==> config.mk <==
export PLATFORM = sky130hd
export DESIGN_NAME = dmem_arbiter
export DESIGN_NICKNAME = d
export VERILOG_FILES = /design/src/rtl/dmem_arbiter.sv
export SDC_FILE = /design/constraint.sdc
export NUM_CORES = 1
export LEC_CHECK = 0
export ABC_AREA = 1
export CAP_MARGIN = 20
export CORE_AREA = 2 2 127 117
export CTS_BUF_LIST = sky130_fd_sc_hd__clkbuf_8
export CTS_CLUSTER_DIAMETER = 40
export DETAILED_ROUTE_END_ITERATION = 10
export DIE_AREA = 0 0 129 119
export MAX_ROUTING_LAYER = met4
export PLACE_DENSITY_LB_ADDON = 0.25
export SKIP_CTS_REPAIR_TIMING = 1
export SLEW_MARGIN = 20
export SYNTH_ARGS = -nofsm -noshare
export SYNTH_HDL_FRONTEND = slang
export SYNTH_SLANG_ARGS = --single-unit
==> constraint.sdc <==
create_clock -name clk -period 1 [get_ports clk]
set_input_delay 0.25 -clock clk [delete_from_list [all_inputs] [get_ports clk]]
set_output_delay 0.25 -clock clk [all_outputs]
set_load 0.005 [all_outputs]
==> src/rtl/dmem_arbiter.sv <==
// Two-requester round-robin arbiter/sequencer in front of a single-port data memory.
// Port 0 is the CPU load/store path, port 1 the secondary (debug/DMA) master.
module dmem_arbiter #(
    parameter int ADDR_W  = 8,
    parameter int DATA_W  = 32,
    parameter int MEM_LAT = 1
) (
    input  logic              clk,
    input  logic              rst,
    input  logic              req0_valid,
    output logic              req0_ready,
    input  logic              req0_we,
    input  logic [ADDR_W-1:0] req0_addr,
    input  logic [DATA_W-1:0] req0_wdata,
    input  logic              req1_valid,
    output logic              req1_ready,
    input  logic              req1_we,
    input  logic [ADDR_W-1:0] req1_addr,
    input  logic [DATA_W-1:0] req1_wdata,
    output logic              rsp0_valid,
    output logic [DATA_W-1:0] rsp0_rdata,
    output logic              rsp1_valid,
    output logic [DATA_W-1:0] rsp1_rdata,
    output logic              mem_read,
    output logic              mem_write,
    output logic [ADDR_W-1:0] mem_addr,
    output logic [DATA_W-1:0] mem_wdata,
    input  logic [DATA_W-1:0] mem_rdata
);

    localparam int CNT_W = (MEM_LAT > 1) ? $clog2(MEM_LAT) : 1;
    localparam logic [CNT_W-1:0] LAST_CNT = CNT_W'(MEM_LAT - 1);

    typedef enum logic [1:0] {
        IDLE,
        ACCESS,
        RESP
    } state_t;

    state_t            state;
    state_t            state_next;
    logic              last_grant;
    logic [CNT_W-1:0]  lat_cnt;
    logic              lat_done;
    logic              lat_we;
    logic              lat_id;
    logic [ADDR_W-1:0] lat_addr;
    logic [DATA_W-1:0] lat_wdata;
    logic              grant_any;
    logic              grant_id;
    logic              accept;

    // On a tie the requester that did not win last time gets the grant.
    always_comb begin
        grant_any = req0_valid || req1_valid;
        grant_id  = 1'b0;
        if (req0_valid && req1_valid) begin
            grant_id = ~last_grant;
        end else if (req1_valid) begin
            grant_id = 1'b1;
        end
    end

    assign lat_done = (lat_cnt == LAST_CNT);

    always_ff @(posedge clk) begin
        if (rst) begin
            state <= IDLE;
        end else begin
            state <= state_next;
        end
    end

    always_comb begin
        state_next = state;
        req0_ready = 1'b0;
        req1_ready = 1'b0;
        accept     = 1'b0;
        mem_read   = 1'b0;
        mem_write  = 1'b0;
        mem_addr   = '0;
        mem_wdata  = '0;
        case (state)
            IDLE: begin
                req0_ready = req0_valid && !grant_id;
                req1_ready = req1_valid && grant_id;
                accept     = grant_any;
                if (grant_any) begin
                    state_next = ACCESS;
                end
            end
            ACCESS: begin
                mem_read  = ~lat_we;
                mem_write = lat_we;
                mem_addr  = lat_addr;
                mem_wdata = lat_wdata;
                if (lat_done) begin
                    state_next = RESP;
                end
            end
            RESP: begin
                state_next = IDLE;
            end
            default: begin
                state_next = IDLE;
            end
        endcase
    end

    // Response data registers only change on their own port's pulse, so they hold between acks.
    always_ff @(posedge clk) begin
        if (rst) begin
            last_grant <= 1'b1;
            lat_cnt    <= '0;
            lat_we     <= 1'b0;
            lat_id     <= 1'b0;
            lat_addr   <= '0;
            lat_wdata  <= '0;
            rsp0_valid <= 1'b0;
            rsp1_valid <= 1'b0;
            rsp0_rdata <= '0;
            rsp1_rdata <= '0;
        end else begin
            rsp0_valid <= 1'b0;
            rsp1_valid <= 1'b0;
            if (accept) begin
                lat_id     <= grant_id;
                last_grant <= grant_id;
                lat_cnt    <= '0;
                lat_we     <= grant_id ? req1_we    : req0_we;
                lat_addr   <= grant_id ? req1_addr  : req0_addr;
                lat_wdata  <= grant_id ? req1_wdata : req0_wdata;
            end
            if (state == ACCESS) begin
                lat_cnt <= lat_cnt + 1'b1;
                if (lat_done) begin
                    if (lat_id) begin
                        rsp1_valid <= 1'b1;
                        rsp1_rdata <= lat_we ? '0 : mem_rdata;
                    end else begin
                        rsp0_valid <= 1'b1;
                        rsp0_rdata <= lat_we ? '0 : mem_rdata;
                    end
                end
            end
        end
    end

endmodule

==> out/qor.yml <==
cpLargestDelayFamily: "buffers and inverters"
ys.warnings.count: 0
fp.dieArea_um2: 15400
syn_area_um2: 5530
num_rows: 42
clk-insertion-delay-late_ns: 0.39
die_y_um: 119
synthCells: 866
synth-async-reset-ratio: 0
gp_congestion: 0.855
cts_buffers: 9
violations: "negative setup slack"
final_period_minus_worst_setup_slack_ns: 1.68
vias: 6102
area_growth_pct: 58.4
clockPowerShare: 0.240
die_w_um: 129
seq_area_frac_synth: 0.406
postRouteAntennaNets: 0
fmax_mhz: 595
cts-root-buf: "clkbuf_8"
worst_pin_slew_ns: 0.273
firstDrtPassIters: 4
drt-wirelength-per-cell_um: 13.2
drv_slew: 0
pin_count: 228
grt_overflow: 0
p_per_area_nw_per_um2: 1380
h-tree-depth: 3
p_switching_uw: 3850
drc: 0
rsz0062_at_grt: "yes"
combPwrFrac: 0.334
endpoint_kind: "primary output"
worstPathCellList: "inv_4 > nand2_8 > clkbuf_16 > buf_8 > nor2_4 > buf_6"
p_int_uw: 8220
setup_ws_ns: -0.682
dp_slack_ns: -0.738
clockBufferDepth: 2
max_slew_margin: 0.818
nets: 1227
period_share: 1.68
ys_ff_latch: 112
mostFrequentLayoutCells: "nand2_1 (255), nor2_1 (193), clkdlybuf4s50_1 (116)"
p_seq_frac: 0.426
nFillCells: 1289
syn_avg_cell_area_um2: 6.38
drt_iter0_drc: 323
antenna_found_initial: 0
drive_gt1_frac: 0.277
worstSetupPathType: "register to primary output"
cts.sinks: 112
final_common_cell: "nand2_1"
grt_pass1_vias: 5378
start_kind: "register"
critPathRequiredTime_ns: 0.75
numPortBuffers: 227
fin_skew_ns: 0.0121
finalPower_uw: 12100
final-seq-area_um2: 2330
routed_wirelength_mm: 17.3
crit_slowest_cell: "dfxtp_4"
hp-class: "input port to register"
synth_edf_count: 0
synth_cell_types: 20
cp.buffers_inverters: 4
grt.total_usage: 0.210
report.final.hold_viol_count: 0
multi_input_comb_area_um2: 2930
syn-num-nets: 984
max_stage_delay_ns: 0.38
final-setup-viol-count: 221
crit_arrival_ns: 1.43
swShare: 0.319
initial_core_util: 0.388
vias_per_cell: 4.65
final_util: 0.615
antennaDiodeCount: 0
clk_pin_slew_ns: 0.11
synthFlopType: "dfxtp_1"
ir_drop_mv: 1.12
drv_cap: 0
grt_pass1_wl_mm: 25.3
worst-path-max-fanout: 7
cts_tree: "done"
core_area_um2: 14200
p_leak_uw: 0.00414
grt_max_degree: 48
dpl.hpwl_mm: 11.5
status: "finished, violations left"
[logic make-up (layout without fill, tap and decap cells)]
family | Yosys count | in the layout | share of synthesized area
flip-flops | 112 | 112 | 0.406
buffers and inverters | 112 | 360 | 0.100
AND/OR/NAND/NOR | 564 | 564 | 0.404
AO/OA/AOI/OAI | 78 | 78 | 0.0898
[worst register-to-register path: cells and delay by family (launching register included)]
| kind | cells | cell delay [ns] |
|---|---|---|
| buffers and inverters | 3 | 0.47 |
| flip-flops | 1 | 0.38 |
| AND/OR/NAND/NOR | 5 | 0.43 |
[metrics by stage]
stage          cells  hold WS (ns)  setup TNS (ns)  cell area [µm²]
2_1_floorplan    866         0.312           -6.71             5650
6_report        1312         0.310          -63.39             8760
4_1_cts         1294         0.291         -105.21             8520
3_3_place_gp    1278         0.452          -78.28             8310
3_5_place_dp    1278         0.463          -79.38             8310
5_1_grt         1312         0.302          -79.23             8760
[worst paths after layout]
| check | from | end | slack, ns | depth (start not counted) |
|---|---|---|---|---|
| worst max register to register | state[1] | rsp1_rdata[19] | -0.37 | 8 |
| worst min register to register | rsp0_rdata[27] | rsp0_rdata[27] | 0.48 | 2 |
| worst max-delay path | state[1] | mem_wdata[31] | -0.68 | 6 |
| worst min-delay path | req1_valid | lat_id | 0.31 | 4 |
[power groups by stage]
| stage | logic, µW | clock network (µW) | registers [µW] |
|---|---|---|---|
| 2_1_floorplan | 1990 | 0 | 5180 |
| 3_3_place_gp | 3690 | 0 | 5160 |
| 3_5_place_dp | 3730 | 0 | 5180 |
| 4_1_cts | 3740 | 2980 | 5070 |
| 5_1_grt | 4440 | 3160 | 5190 |
| 6_report | 4030 | 2900 | 5140 |
[cells in the mapped netlist, types with 3 or more instances]
| library cell | instances | area share |
|---|---|---|
| buf_1 | 3 | 0.0020 |
| buf_6 | 10 | 0.020 |
| nand2_1 | 260 | 0.18 |
| a21oi_1 | 35 | 0.032 |
| buf_2 | 27 | 0.024 |
| nand3_1 | 76 | 0.069 |
| a21boi_0 | 34 | 0.046 |
| a21boi_1 | 7 | 0.0095 |
| clkbuf_1 | 17 | 0.012 |
| nor2_1 | 224 | 0.15 |
| dfxtp_1 | 112 | 0.41 |
| inv_1 | 46 | 0.031 |
| buf_4 | 7 | 0.0095 |
[layout make-up]
type,instances,share of cell area
multi-input cells,642,0.335
repair buffers,296,0.324
flip-flops and latches,112,0.267
well taps,198,0.0283
inverters,48,0.0219
clock buffers,10,0.0157
clock inverters,6,0.00829
[registers in the layout, indices dropped and copies added (netlist names)]
register,flops
rsp1_valid,1
rsp0_rdata,32
rsp1_rdata,32
lat_addr,8
rsp0_valid,1
lat_cnt,1
lat_id,1
state,2
lat_wdata,32
last_grant,1
lat_we,1
[metal layers]
layer / wire length, µm / share of wire / vias up / track usage
li1: - / - / 3151 / -
met5: 0 / 0 / - / -
met3: 1230 / 0.071 / 20 / 0.0651
met4: 341 / 0.020 / 0 / 0.0625
met2: 8320 / 0.48 / 168 / 0.334
met1: 7370 / 0.43 / 2763 / 0.257
No activity file was read; power rests on OpenSTA's default activity.
